$ cat config.mk
export PLATFORM = sky130hd
export DESIGN_NAME = query_patch_wb_loader_flat
export DESIGN_NICKNAME = d
export VERILOG_FILES = /design/src/rtl/qp_wb_pkg.sv /design/src/rtl/query_patch_wb_loader_if.sv /design/src/rtl/query_patch_wb_loader.sv /design/src/flat_wrapper.sv
export SDC_FILE = /design/constraint.sdc
export NUM_CORES = 1
export LEC_CHECK = 0
export ABC_AREA = 1
export CORE_ASPECT_RATIO = 2
export CORE_UTILIZATION = 47
export CTS_CLUSTER_SIZE = 20
export DETAILED_ROUTE_END_ITERATION = 7
export PLACE_DENSITY_LB_ADDON = 0.2
export SLEW_MARGIN = 20
export SYNTH_ARGS = -nofsm -noshare
export SYNTH_HDL_FRONTEND = slang
export SYNTH_SLANG_ARGS = --single-unit
$ cat constraint.sdc
create_clock -name wb_clk_i -period 3.7 [get_ports wb_clk_i]
set_input_delay 0.74 -clock wb_clk_i [delete_from_list [all_inputs] [get_ports wb_clk_i]]
set_output_delay 0.74 -clock wb_clk_i [all_outputs]
set_load 0.01 [all_outputs]
$ cat src/rtl/qp_wb_pkg.sv
// Shared types and constants for the query-patch Wishbone loader.
package qp_wb_pkg;

   typedef enum logic [1:0] {
      StIdle,
      StBeat,
      StDone
   } state_e;

   // One patch is streamed as eight byte-lane beats of a 64-bit word.
   localparam int unsigned BEATS_PER_PATCH = 8;
   // Bit position of the beat index inside the write data.
   localparam int unsigned LANE_SEL_LSB    = 11;
   localparam int unsigned LANE_WIDTH      = 8;

endpackage

$ cat src/rtl/query_patch_wb_loader_if.sv
// Wishbone master write bus carrying patch beats to the patch RAM.
interface query_patch_wb_loader_if;

   logic        cyc;
   logic        stb;
   logic        we;
   logic [3:0]  sel;
   logic [31:0] adr;
   logic [31:0] dat;
   logic        ack;

   modport master (
      output cyc, stb, we, sel, adr, dat,
      input  ack
   );

   modport slave (
      input  cyc, stb, we, sel, adr, dat,
      output ack
   );

endinterface

$ cat src/rtl/query_patch_wb_loader.sv
// Accepts a packed patch, then writes it to patch RAM as eight Wishbone beats,
// one byte lane per beat, aborting a beat that waits too long for ack.
module query_patch_wb_loader
   import qp_wb_pkg::*;
#(
   parameter int unsigned DATA_WIDTH        = 11,
   parameter int unsigned PATCH_SIZE        = 5,
   parameter int unsigned ADDR_WIDTH        = 9,
   parameter int unsigned WB_ADDRESS_OFFSET = 557,
   parameter int unsigned ACK_TIMEOUT       = 255
) (
   input  logic                           wb_clk_i,
   input  logic                           wb_rst_i,
   input  logic                           patch_valid_i,
   output logic                           patch_ready_o,
   input  logic [DATA_WIDTH*PATCH_SIZE-1:0] patch_i,
   input  logic [ADDR_WIDTH-1:0]          patch_addr_i,
   query_patch_wb_loader_if.master        wbm,
   input  logic                           clear_err_i,
   output logic                           busy_o,
   output logic                           done_o,
   output logic                           timeout_o,
   output logic [ADDR_WIDTH:0]            patch_count_o
);

   localparam int unsigned CntW = $clog2(ACK_TIMEOUT + 1);
   // Last stall count before the beat is abandoned.
   localparam logic [CntW-1:0] CntLast = CntW'(ACK_TIMEOUT - 1);
   localparam logic [2:0]      BeatLast = 3'(BEATS_PER_PATCH - 1);

   state_e                state_q, state_d;
   logic [2:0]            k_q, k_d;
   logic [CntW-1:0]       cnt_q, cnt_d;
   logic [63:0]           word_q, word_d;
   logic [ADDR_WIDTH-1:0] addr_q, addr_d;
   logic                  timeout_q, timeout_d;
   logic [ADDR_WIDTH:0]   count_q, count_d;

   // State and datapath registers; reset abandons any partial row.
   always_ff @(posedge wb_clk_i or posedge wb_rst_i) begin
      if (wb_rst_i) begin
         state_q   <= StIdle;
         k_q       <= '0;
         cnt_q     <= '0;
         word_q    <= '0;
         addr_q    <= '0;
         timeout_q <= 1'b0;
         count_q   <= '0;
      end else begin
         state_q   <= state_d;
         k_q       <= k_d;
         cnt_q     <= cnt_d;
         word_q    <= word_d;
         addr_q    <= addr_d;
         timeout_q <= timeout_d;
         count_q   <= count_d;
      end
   end

   // Next-state: capture, beat sequencing, stall timeout and completion.
   always_comb begin
      state_d   = state_q;
      k_d       = k_q;
      cnt_d     = cnt_q;
      word_d    = word_q;
      addr_d    = addr_q;
      timeout_d = timeout_q;
      count_d   = count_q;

      if (clear_err_i) timeout_d = 1'b0;

      unique case (state_q)
         StIdle: begin
            if (patch_valid_i && !timeout_q) begin
               word_d  = 64'(patch_i);
               addr_d  = patch_addr_i;
               k_d     = '0;
               cnt_d   = '0;
               state_d = StBeat;
            end
         end
         StBeat: begin
            // ack wins over a timeout that would fire in the same cycle
            if (wbm.ack) begin
               cnt_d = '0;
               if (k_q == BeatLast) state_d = StDone;
               else                 k_d     = k_q + 3'd1;
            end else if (cnt_q == CntLast) begin
               // Set after the clear so a simultaneous clear loses
               timeout_d = 1'b1;
               cnt_d     = '0;
               k_d       = '0;
               state_d   = StIdle;
            end else begin
               cnt_d = cnt_q + 1'b1;
            end
         end
         StDone: begin
            count_d = count_q + 1'b1;
            k_d     = '0;
            state_d = StIdle;
         end
         default: state_d = StIdle;
      endcase
   end

   // Bus and status outputs decoded from the current state.
   always_comb begin
      wbm.cyc = 1'b0;
      wbm.stb = 1'b0;
      wbm.we  = 1'b0;
      wbm.sel = 4'h0;
      wbm.adr = '0;
      wbm.dat = '0;
      if (state_q == StBeat) begin
         wbm.cyc = 1'b1;
         wbm.stb = 1'b1;
         wbm.we  = 1'b1;
         wbm.sel = 4'hF;
         wbm.adr = WB_ADDRESS_OFFSET + 32'(addr_q);
         wbm.dat[LANE_SEL_LSB +: 3]   = k_q;
         wbm.dat[LANE_WIDTH-1:0]      = word_q[{k_q, 3'b000} +: LANE_WIDTH];
      end
   end

   assign patch_ready_o = (state_q == StIdle) && !timeout_q;
   assign busy_o        = (state_q != StIdle);
   assign done_o        = (state_q == StDone);
   assign timeout_o     = timeout_q;
   assign patch_count_o = count_q;

endmodule

$ cat src/flat_wrapper.sv
// flat-port wrapper written by rule: the top's interface ports become plain ports
module query_patch_wb_loader_flat import qp_wb_pkg::*;
#(
   parameter int unsigned DATA_WIDTH        = 11,
   parameter int unsigned PATCH_SIZE        = 5,
   parameter int unsigned ADDR_WIDTH        = 9,
   parameter int unsigned WB_ADDRESS_OFFSET = 557,
   parameter int unsigned ACK_TIMEOUT       = 255
)
  (wb_clk_i, wb_rst_i, patch_valid_i, patch_ready_o, patch_i, patch_addr_i, clear_err_i, busy_o, done_o, timeout_o, patch_count_o, wbm_cyc, wbm_stb, wbm_we, wbm_sel, wbm_adr, wbm_dat, wbm_ack);
  query_patch_wb_loader_if wbm_i ();
  input  logic wb_clk_i;
  input  logic wb_rst_i;
  input  logic patch_valid_i;
  output logic patch_ready_o;
  input  logic [DATA_WIDTH*PATCH_SIZE-1:0] patch_i;
  input  logic [ADDR_WIDTH-1:0] patch_addr_i;
  input  logic clear_err_i;
  output logic busy_o;
  output logic done_o;
  output logic timeout_o;
  output logic [ADDR_WIDTH:0] patch_count_o;
  output wire logic [$bits(wbm_i.cyc)-1:0] wbm_cyc;
  output wire logic [$bits(wbm_i.stb)-1:0] wbm_stb;
  output wire logic [$bits(wbm_i.we)-1:0] wbm_we;
  output wire logic [$bits(wbm_i.sel)-1:0] wbm_sel;
  output wire logic [$bits(wbm_i.adr)-1:0] wbm_adr;
  output wire logic [$bits(wbm_i.dat)-1:0] wbm_dat;
  input wire logic [$bits(wbm_i.ack)-1:0] wbm_ack;
  assign wbm_cyc = wbm_i.cyc;
  assign wbm_stb = wbm_i.stb;
  assign wbm_we = wbm_i.we;
  assign wbm_sel = wbm_i.sel;
  assign wbm_adr = wbm_i.adr;
  assign wbm_dat = wbm_i.dat;
  assign wbm_i.ack = wbm_ack;
  query_patch_wb_loader #(.DATA_WIDTH(DATA_WIDTH), .PATCH_SIZE(PATCH_SIZE), .ADDR_WIDTH(ADDR_WIDTH), .WB_ADDRESS_OFFSET(WB_ADDRESS_OFFSET), .ACK_TIMEOUT(ACK_TIMEOUT)) u_core (.wb_clk_i(wb_clk_i), .wb_rst_i(wb_rst_i), .patch_valid_i(patch_valid_i), .patch_ready_o(patch_ready_o), .patch_i(patch_i), .patch_addr_i(patch_addr_i), .wbm(wbm_i), .clear_err_i(clear_err_i), .busy_o(busy_o), .done_o(done_o), .timeout_o(timeout_o), .patch_count_o(patch_count_o));
endmodule
* Yosys cells after proc, flatten, opt, wreduce, memory -nomap -nowiden
Cells that the tools add are included.
** Storage, ports and cells
- Input bits :: 69
- Word-level logic and storage cells :: 54
- Flip-flop bits (word level) :: 88
- Output and inout port bits :: 85
** Operators by class
- Equal/unequal tests :: 8
- Mux-type cells :: 23
- Shift-type cells :: 1
- Reduce and logical (&&, ||, !) cells :: 11
- $add $sub $neg :: 4
** Operator list (number)
- $shiftx A64 B7 Y8 :: 1
- $mux W32 :: 1
- $mux W8 :: 4
- $pmux W8 S2 :: 1
- $mux W3 :: 5
- $add A10 B9 Y11 const A :: 1
- $add A10 B1 Y10 const B :: 1
- $pmux W3 S3 :: 1
- $add A8 B1 Y8 const B :: 1
- $eq A8 B8 Y1 const B :: 1
- $mux W2 :: 4
- $ne A3 B2 Y1 const B :: 2
- $mux W1 :: 5
- $mux W4 :: 1
- $pmux W2 S2 :: 1
- $reduce_and A2 Y1 :: 2
- $reduce_and A4 Y1 :: 1
- $reduce_bool A2 Y1 :: 2
- $add A3 B1 Y3 const B :: 1
- $eq A3 B3 Y1 const B :: 1
- $ne A3 B3 Y1 const B :: 1
- $reduce_and A3 Y1 :: 1
- $reduce_bool A3 Y1 :: 1
- $eq A2 B1 Y1 const B :: 1
- other kinds (5) :: 6

* Longest topological paths before layout
- Depth after elaboration :: 4
- Mapped depth :: 9
- Mapped depth without buffers :: 9

* Least setup slack after synthesis
No wires, ideal clock.
- Kind :: flip-flop to output port
- Start :: register u_core.k_q[0]
- End :: output port wbm_dat[2]
- Path buffers :: 2
- Data required time :: 2960 ps
- Cell stages (with the launch flop) :: 10
- Arrival :: 1228 ps
- Slack :: 1732 ps
- Cell sequence :: dfrtp_1 -> buf_2 -> inv_2 -> buf_2 -> nand2_1 -> nand2_1 -> nand2_1 -> nand2_1 -> inv_1 -> a21oi_1
** Between the ends
- Longest elaborated chain between the ends :: 2
** RTL lines
- start: declaration :: line query_patch_wb_loader.sv:32 : logic [2:0] k_q, k_d;
- start signal: assignment :: line query_patch_wb_loader.sv:51 : k_q <= k_d;
- $shiftx A64 B7 Y8 :: line query_patch_wb_loader.sv:122 : wbm.dat[LANE_WIDTH-1:0] = word_q[{k_q, 3'b000} +: LANE_WIDTH];
- $mux W8 :: line query_patch_wb_loader.sv:115 : if (state_q == StBeat) begin
- end: declaration :: line flat_wrapper.sv:28 : output wire logic [$bits(wbm_i.dat)-1:0] wbm_dat;
Every way passes these cells.

* Worst setup path in the final report
- Start :: register u_core.k_q[1]
- End :: output port wbm_dat[7]
The elaborated chain is that of the path after synthesis.

==> results.py <==
metrics = {
    "floorplan": {
        "core_area_um2": 10100,
        "die_w_um": 74.4,
        "die_h_um": 147,
        "ios": 154,
        "die-area_um2": 10900,
        "row_count": 52,
        "start_util": 0.485,
    },
    "power_and_ir_drop": {
        "switching_power_uw": 1790,
        "p_int_uw": 2620,
        "peakVddDrop_mv": 0.451,
        "clockPowerShare": 0.194,
        "powerDensity_nw_per_um2": 713,
        "p_comb_frac": 0.452,
        "pwr-share-seq": 0.354,
        "p_sw_frac": 0.406,
        "p_leak_uw": 0.00308,
    },
    "placed_design": {
        "hpwl_mm": 8.79,
        "dp_slack_ns": 0.855,
        "placed_area_um2": 5900,
        "portBuffers": 111,
        "gp_congestion": 0.867,
    },
    "critical_path": {
        "worstPathArrival_ns": 2.48,
        "cp_slowest_cell": "dfrtp_1",
        "crit_family": "buffers and inverters",
        "cp-end-kind": "primary output",
        "reg2reg_slack_ns": 1.67,
        "r2r_start": "u_core.timeout_o",
        "cp_common_cell": "nand2_1",
        "r2r_cells": 6,
        "cp_max_fo": 14,
        "path_cells": "clkinv_1 -> nand2_1 -> nand3_1 -> o21ai_1 -> nand2_1 -> a21oi_1 -> clkdlybuf4s50_1",
        "crit_type": "register to primary output",
        "r2r-end": "u_core.addr_q[0]",
        "cp.required_ns": 2.96,
        "cp-start-kind": "register",
        "slowest_delay_ns": 0.61,
        "critical_path_buf_inv_count": 2,
    },
    "global_routing": {
        "antenna_found_initial": 0,
        "grt_pass1_vias": 4311,
        "grtUsageTotal": 0.233,
        "grt_start_max_net_pins": 54,
        "grt_pass1_wl_mm": 19.6,
        "grt-ovfl-total": 0,
    },
    "route": {
        "dr.pass1.iters": 5,
        "remaining_drc_errors": 0,
        "ant_nets": 0,
        "vias": 4358,
        "drt-total-wl_mm": 11.8,
        "via_per_inst": 4.82,
        "wire_per_inst_um": 13.1,
        "drtIter0Drc": 251,
    },
    "timing": {
        "worst_pin_slew_ns": 0.799,
        "timing.fmax_ghz": 0.310,
        "finalSetupViolations": 0,
        "layout_min_cycle_time_ns": 3.22,
        "post-route-period-util": 0.871,
        "hold_viol_final": 0,
        "relSlewSlack": 0.467,
        "rsz0062_at_grt": "false",
        "fin_ws_ns": 0.477,
        "drv_slew": 0,
        "tns_ns": 0,
        "fin_worst_skew_ns": 0.00889,
    },
    "clock_tree": {
        "clkTransAtPathRegs_ns": 0.06,
        "ctsHoldBuffers": 0,
        "clk_latency_ns": 0.35,
        "cts_resized": 0,
        "tritoncts": "built",
        "clockRootBuffer": "clkbuf_16",
        "clock_sinks": 88,
        "post_cts_buffers": 0,
        "cts.path.max_buffers": 2,
        "cts_htree_levels": 3,
        "cts_inserted_buffers": 9,
    },
    "hold_path": {
        "hold_depth": 2,
        "hold_end": "u_core.word_q[16]",
        "hold_start": "u_core.word_q[16]",
        "hp-class": "register to register",
    },
    "yosys": {
        "synthCells": 668,
        "synth_area_leaders": "dfrtp_1, nand2_1, buf_4",
        "synthArstFlopShare": 1.00,
        "ys_warn_count": 0,
        "synth_seq_cells": 88,
        "post-synth-top-count-cell": "nand2_1",
        "synth_ff_type": "dfrtp_1",
        "synth_top_cell_by_area": "dfrtp_1",
        "synth_top_area_share": 0.447,
        "synth_area_um2": 4920,
        "synth_common_cells": "nand2_1, dfrtp_1, inv_1, buf_4",
        "synth.avg_cell_area_um2": 7.37,
        "synth_cell_types": 30,
        "synth_edf_count": 0,
        "synth-seq-area-share": 0.447,
    },
    "outcome": {
        "run_status": "finished clean",
    },
    "cells_and_area": {
        "area_growth_pct": 25.5,
        "nFillCells": 972,
        "final_core_utilization": 0.609,
        "drive_gt1_frac": 0.0520,
        "stdcell_area_um2": 6180,
        "num_antenna_cells": 0,
        "layout.nets": 839,
    },
    "job": {
        "drv_cap": 0,
    },
}
[through the flow]
stage	total power, uW	hold WS [ns]	instances
after floorplan	2830	0.444	709
after global placement	3510	0.458	888
after detailed placement	3560	0.462	888
after CTS	4440	0.479	904
after global routing	4750	0.502	904
final	4410	0.476	904
[how the worst max path moves through the flow]
stage	startpoint	end	depth (start not counted)	slack [ns]
floorplan	wb_rst_i	u_core.addr_q[0]	1	0.68
detailed placement	patch_valid_i	u_core.word_q[7]	7	0.85
global placement	u_core.k_q[1]	wbm_dat[7]	7	0.89
finish	u_core.k_q[1]	wbm_dat[7]	7	0.48
CTS	u_core.k_q[1]	wbm_dat[7]	7	0.49
global route	u_core.k_q[1]	wbm_dat[7]	7	0.31
[layout make-up]
type | instances | area, um2 | area share
Inverter | 67 | 253 | 0.0409
Sequential cell | 88 | 2200 | 0.356
Clock inverter | 6 | 50.0 | 0.00810
Clock buffer | 10 | 229 | 0.0370
Timing Repair Buffer | 115 | 1150 | 0.187
Tap cell | 135 | 169 | 0.0273
Multi-Input combinational cell | 483 | 2130 | 0.344
[routing by layer]
metal,wire length (um),up-vias,track usage
met5,0,-,0
met4,380,0,0.115
met3,512,31,0.0288
met1,4340,2022,0.268
met2,6610,160,0.409
li1,-,2145,-
[state kept, by name, summed over array words and instances, names as in the netlist]
| register | count |
|---|---|
| u_core.word_q | 55 |
| u_core.patch_count_o | 10 |
| u_core.addr_q | 9 |
| u_core.cnt_q | 8 |
| u_core.k_q | 3 |
| u_core.state_q | 2 |
| u_core.timeout_o | 1 |
[layout by cell type (no fill, tap or decap), drive strengths merged]
master,instances
a21boi,1
a21oi,14
a31oi,1
buf,4
clkbuf,10
clkdlybuf4s50,111
clkinv,4
clkinvlp,2
conb,42
dfrtp,88
ha,6
inv,67
nand2,272
nand3,22
nand3b,1
nand4,7
nor2,53
nor3,1
o21a,1
o21ai,54
xnor2,3
xor2,5
[kinds of logic after synthesis]
group | Yosys count | share of synthesized area
other | 1 | 0.000761
buffers and inverters | 138 | 0.152
XOR/XNOR | 8 | 0.0142
adder cells (fa/ha/maj) | 6 | 0.0152
flip-flops | 88 | 0.447
AND/OR/NAND/NOR | 356 | 0.297
AO/OA/AOI/OAI | 71 | 0.0734
[tightest hold or removal path: stages, from the launching register on]
cell     delay [ns]
dfrtp_1        0.33
nand2_1        0.05
nand2_1        0.06
[power groups by stage]
stage                     Combinational (uW)  Sequential, uW  Clock, uW
after CTS                               2010            1550        874
after detailed placement                1990            1570          0
after floorplan                         1340            1490          0
final                                   1990            1560        854
after global routing                    2230            1590        924
after global placement                  1950            1550          0
Power figures use the tool's default switching activity.
==> RTL change 1: new RTL, same flow settings <==
`DATA_WIDTH` is set to 11 in 2 places; all go to 9.
--- a/src/rtl/query_patch_wb_loader.sv
+++ b/src/rtl/query_patch_wb_loader.sv
@@ -4,5 +4,5 @@
    import qp_wb_pkg::*;
 #(
-   parameter int unsigned DATA_WIDTH        = 11,
+   parameter int unsigned DATA_WIDTH        = 9,
    parameter int unsigned PATCH_SIZE        = 5,
    parameter int unsigned ADDR_WIDTH        = 9,
--- a/src/flat_wrapper.sv
+++ b/src/flat_wrapper.sv
@@ -2,5 +2,5 @@
 module query_patch_wb_loader_flat import qp_wb_pkg::*;
 #(
-   parameter int unsigned DATA_WIDTH        = 11,
+   parameter int unsigned DATA_WIDTH        = 9,
    parameter int unsigned PATCH_SIZE        = 5,
    parameter int unsigned ADDR_WIDTH        = 9,
Interface: changed (resized patch_i); port bits go from 154 to 144. The function was not compared with the original's and may differ.
==> RTL change 1 against the original RTL <==
Wire length down 21%. Synthesized area is 14% lower. Final cell count down 24%. Power shrank 7.6%. Final area is 12% lower. First-iteration DRC count decreased by 18%. Worst setup slack better by 52 ps. Sequential cell count fell by 10. Critical endpoint is now wbm_dat[0]. Largest cell class unchanged.
==> RTL change 1: results (changes against the original RTL) <==
* GR Layer Usage met1: 0.2378 (-0.03012)
- Total of buffers placed on input and output ports: 101 (-9.0%)
- Critical Path AT: 2430 ps (-50 ps)
- The number of cells in the design after placement came to 672 (-24%).
- Critical path's slowest cell: sky130_fd_sc_hd__nor2_1
- Placed wire-length estimate: 6906 µm (-21%)
- The via-per-instance ratio is 5.033 (+4.4%).
* Cells taking the most area after synthesis: sky130_fd_sc_hd__dfrtp_1, sky130_fd_sc_hd__mux2_2, sky130_fd_sc_hd__buf_4, sky130_fd_sc_hd__nand2_1, sky130_fd_sc_hd__nor2_1
* Fill cell instance count of the final layout: 737 (-24%)
* Via Count: 3463 (-21%)
- The met3 track demand over resource in global routing is 0.04151 (+0.01271).
* Outcome: finished clean
- The largest fanout on the critical path is 10 (-4).
- The critical path's largest stage delay is 560 ps (-50 ps).
- The sequential-to-total area share from yosys stat was 0.4606 (+0.01343).
- The met2 wirelength from detailed routing was 4995 µm (-24%).
- Mapped Avg Cell Area: 8.702 µm² (+18%)
- Global-route met2 utilization: 0.3813 (-0.02767)
- Total GRT Usage: 0.2126 (-0.02028)
* First DRT Iteration DRCs: 206 (-18%)
* Layout Skew: 5.608 ps (-3.278 ps)
- The total routed wirelength is 9309 µm (-21%).
- Largest net degree at the start of global routing: 50 (-7.4%)
- The maximum resistive drop on vdd came to 0.3859 mV (-14%).
- Vias in the first global route: 3379 (-22%)
- Hold Path Cell Cnt: 1 (-1)
- The met3 wirelength from detailed routing came to 456 µm (-11%).
- The final RePlAce weighted congestion was 0.8439 (-2.7%).
- Cell variety after synth: 29 (-3.3%)
- The flip-flop count of the largest register, all copies and words added is 45 (-18%).
RTL change 1: metrics by stage:
stage	setup WS, ps	util	hold WS, ps	instance area [µm²]
final	529.0	0.6277	506.3	5466
after global routing	453.8	0.6277	521.1	5466
after CTS	536.7	0.6277	503.1	5466
after detailed placement	917.0	0.5905	491.2	5142
after global placement	993.6	0.5905	481.7	5142
after floorplan	965.0	-	473.9	4392
RTL change 1: cell type report:
class	count	share of cell area
inverters	51	0.03525
clock inverters	6	0.01556
repair buffers	107	0.1932
well taps	100	0.02289
multi-input cells	336	0.3323
clock buffers	10	0.04372
flip-flops and latches	78	0.3571
RTL change 1: final timing paths:
kind,end,from,slack [ps]
worst max-delay path,wbm_dat[0],u_core.k_q[2],530
worst min-delay path,u_core.word_q[31],u_core.word_q[31],510
max in group asynchronous,u_core.cnt_q[1],wb_rst_i,2100
worst max register to register,u_core.cnt_q[6],u_core.timeout_o,1780
min in group asynchronous,u_core.patch_count_o[7],wb_rst_i,870
worst min register to register,u_core.word_q[31],u_core.word_q[31],510
RTL change 1: power groups by stage:
stage                     Combinational, mW  Clock (mW)  Sequential [mW]
after detailed placement               1.76           0             1.38
after floorplan                        1.18           0             1.32
after CTS                              1.77       0.968             1.37
after global placement                 1.73           0             1.37
final                                  1.75       0.946             1.37
after global routing                   1.95       0.995             1.41
RTL change 1: cells by family (layout without fill, tap and decap cells):
family | Yosys count | in the layout | share of synthesized area
AND/OR/NAND/NOR | 168 | 168 | 0.1621
buffers and inverters | 114 | 174 | 0.1470
flip-flops | 78 | 78 | 0.4606
AO/OA/AOI/OAI | 75 | 75 | 0.09625
multiplexers | 38 | 38 | 0.1010
XOR/XNOR | 7 | 7 | 0.01447
adder cells (fa/ha/maj) | 6 | 6 | 0.01771
other | 1 | 42 | 0.0008849
==> RTL change 2: new RTL, same settings <==
Made on the original files. Take the reset off `word_q` and load it in a clocked block of its own.
--- a/src/rtl/query_patch_wb_loader.sv
+++ b/src/rtl/query_patch_wb_loader.sv
@@ -43,5 +43,4 @@
          k_q       <= '0;
          cnt_q     <= '0;
-         word_q    <= '0;
          addr_q    <= '0;
          timeout_q <= 1'b0;
@@ -51,9 +50,12 @@
          k_q       <= k_d;
          cnt_q     <= cnt_d;
-         word_q    <= word_d;
          addr_q    <= addr_d;
          timeout_q <= timeout_d;
          count_q   <= count_d;
       end
+   end
+
+   always_ff @(posedge wb_clk_i) begin
+      word_q <= word_d;
    end
 
Formal check against the unedited RTL: no difference found for any inputs over 10 cycles, from zero or initial values and one cycle with wb_rst_i high; that may be too few to reach the edited logic, so the function may still have changed.
==> RTL change 2 against the original RTL <==
Sequential cell count unchanged. Non-clock buffer count is the same. Final area is 4.8% lower. Power shrank 12%. Fmax is 1.1% lower. Worst setup slack lost 37 ps. Sequential power decreased by 10%. Synthesized area decreased by 7.3%. Wire length is 19% lower. Critical path depth increased by 1. Synthesized cell count fell by 23%. Count of clock-buffer cells in the layout is 1 lower. Global-route usage down 3.2 points.
==> RTL change 2: results (changes against the original RTL) <==
- The fraction of registers with async set/reset is 0.3750 (-0.6250).
* Global-route met2 utilization: 0.3803 (-0.02867)
- In this run the critical register-to-register path is launched from u_core.k_q[0].
- Share of post-route cells with drive strength above 1: 0.06550 (+0.01348)
- The post-CTS resize count came to 0 (unchanged).
- The total overflow reported by the global router came to 0 (unchanged).
- Switching share of total power: 0.3487 (-0.05732)
- The worst hold path begins at u_core.patch_count_o[8].
* Initial DRT Pass Iterations: 4 (-1)
- The most used flip-flop cell after synthesis is sky130_fd_sc_hd__edfxtp_1.
* Diode count: 0 (unchanged)
* Number of buffers inserted to repair setup after CTS: 0 (unchanged)
* Clock buffer depth: 2 (unchanged)
- Gpl congestion: 0.8638 (-0.40%)
- The via-per-instance ratio was 4.822 (about the same).
- Category of the critical setup timing path: register to primary output
- Number of warnings reported in the yosys synthesis log: 0 (unchanged)
- GR Util met3: 0.03267 (+0.003864)
- Clock Tree Root: sky130_fd_sc_hd__clkbuf_16
- The pre-CTS setup slack was 796.5 ps (-58.32 ps).
* Layout Skew: 3.462 ps (-5.424 ps)
* Biggest fanout along the worst timing path: 22 (+8)
* Final count of negative-setup-slack endpoints: 0 (unchanged)
- The all-layer global routing usage is 0.2010 (-0.03193).
* Vias in the first global route: 3487 (-19%)
- The number of synthesized flops with an enable pin is 55 (+55).
- GR Layer Usage met1: 0.2050 (-0.06289)
* Most frequent cell after synthesis: sky130_fd_sc_hd__nand2_1
* Final #Nets: 697 (-17%)
- Outcome: finished clean
- The path class of the tightest hold or removal check is register to register.
- The initial antenna violation count came to 0 (unchanged).
- Sorting the synthesized cells by area gives the leading types as sky130_fd_sc_hd__edfxtp_1, sky130_fd_sc_hd__dfrtp_1, sky130_fd_sc_hd__nand2_1, sky130_fd_sc_hd__buf_4, sky130_fd_sc_hd__nor2_1.
* Total Wirelength: 9548 µm (-19%)
* Clock-pin transition on the worst setup and hold timing paths: 60 ps (about the same)
- The filler cell count in the final layout is 815 (-16%).
- Number of buffers created by CTS: 9 (unchanged)
- Maximum ir drop on the vdd rail: 0.4140 mV (-8.3%)
- The number of distinct standard cells referenced by the synthesized netlist is 31 (+3.3%).
- The clock insertion delay at the later pin of the skew report was 330 ps (-20 ps).
- More flip-flops sit in one register than any other, and that register is u_core.word_q.
- The depth of the CTS H-tree came to 3 (unchanged).
- Total of buffers placed on input and output ports: 111 (unchanged)
- After synthesis, the most frequently instantiated cells are sky130_fd_sc_hd__nand2_1, sky130_fd_sc_hd__nor2_1, sky130_fd_sc_hd__inv_1, sky130_fd_sc_hd__edfxtp_1, sky130_fd_sc_hd__buf_4.
* Placed wire-length estimate: 7166 µm (-19%)
- Count of final hold-check violations: 0 (unchanged)
* First DRT Iteration DRCs: 186 (-26%)
- Largest net degree at the start of global routing: 71 (+31%)
* Leakage: 2.613 nW (-15%)
- Actual transition at the worst max-transition pin: 688.6 ps (-110.5 ps)
- The sequential-to-total area share from yosys stat was 0.5426 (+0.09546).
- First-pass GRT wire length: 15640 µm (-20%)
* Flip-flop count of the largest register after layout: 55 (unchanged)
[RTL change 2: per-stage QoR]
| stage | util | hold slack, ps | area (µm²) | total power, mW | cells |
|---|---|---|---|---|---|
| after floorplan | - | 468.7 | 4720 | 2.328 | 556 |
| after global placement | 0.5935 | 486.7 | 5569 | 2.902 | 715 |
| after detailed placement | 0.5935 | 505.3 | 5569 | 2.920 | 715 |
| after CTS | 0.6273 | 519.6 | 5887 | 3.899 | 730 |
| after global routing | 0.6273 | 544.7 | 5887 | 4.101 | 730 |
| final | 0.6273 | 520.0 | 5887 | 3.855 | 730 |
[RTL change 2: worst paths after layout]
kind                                                 to  depth (start not counted)  slack (ps)
worst max-delay path                         wbm_dat[3]                          8         440
worst min-delay path            u_core.patch_count_o[8]                          2         520
worst max register to register            u_core.k_q[1]                          7        1830
worst min register to register  u_core.patch_count_o[8]                          2         520
max in group asynchronous               u_core.cnt_q[1]                          3        2580
min in group asynchronous                 u_core.k_q[2]                          3         810
[RTL change 2: area by class of cell]
class                   count  share of cell area
clock buffers               9             0.03826
clock inverters             6             0.01573
inverters                  65             0.04145
multi-input cells         343              0.2657
flip-flops and latches     88              0.4208
well taps                 104             0.02210
repair buffers            115              0.1960
[RTL change 2: kinds of logic after synthesis]
kind of cell / Yosys count / share of synthesized area
flops: 88 / 0.5426
xor+xnor: 7 / 0.01343
other cells: 1 / 0.0008214
buf+inv: 125 / 0.1485
fa+ha+maj: 6 / 0.01644
compound gates: 53 / 0.05947
simple gates: 235 / 0.2187
[RTL change 2: critical path: stages (launching register included)]
cell and delay (ps):
sky130_fd_sc_hd__dfrtp_1 590, sky130_fd_sc_hd__inv_2 330, sky130_fd_sc_hd__nand2_2 100, sky130_fd_sc_hd__nor2_4 190, sky130_fd_sc_hd__nand2_1 70, sky130_fd_sc_hd__o21ai_1 100, sky130_fd_sc_hd__inv_1 50, sky130_fd_sc_hd__a21oi_1 170
sky130_fd_sc_hd__clkdlybuf4s50_1 570
[RTL change 2: power groups by stage]
stage	registers [mW]	logic [mW]	clock network, mW
floorplan	1.35	0.979	0
global placement	1.42	1.48	0
detailed placement	1.42	1.50	0
CTS	1.40	1.51	0.985
global route	1.43	1.65	1.03
finish	1.40	1.49	0.964
[RTL change 2: per-layer routing]
metal / share of wire / vias up
met4: 0.033 / 0
met2: 0.57 / 118
li1: - / 1754
met5: 0 / -
met3: 0.037 / 25
met1: 0.36 / 1623
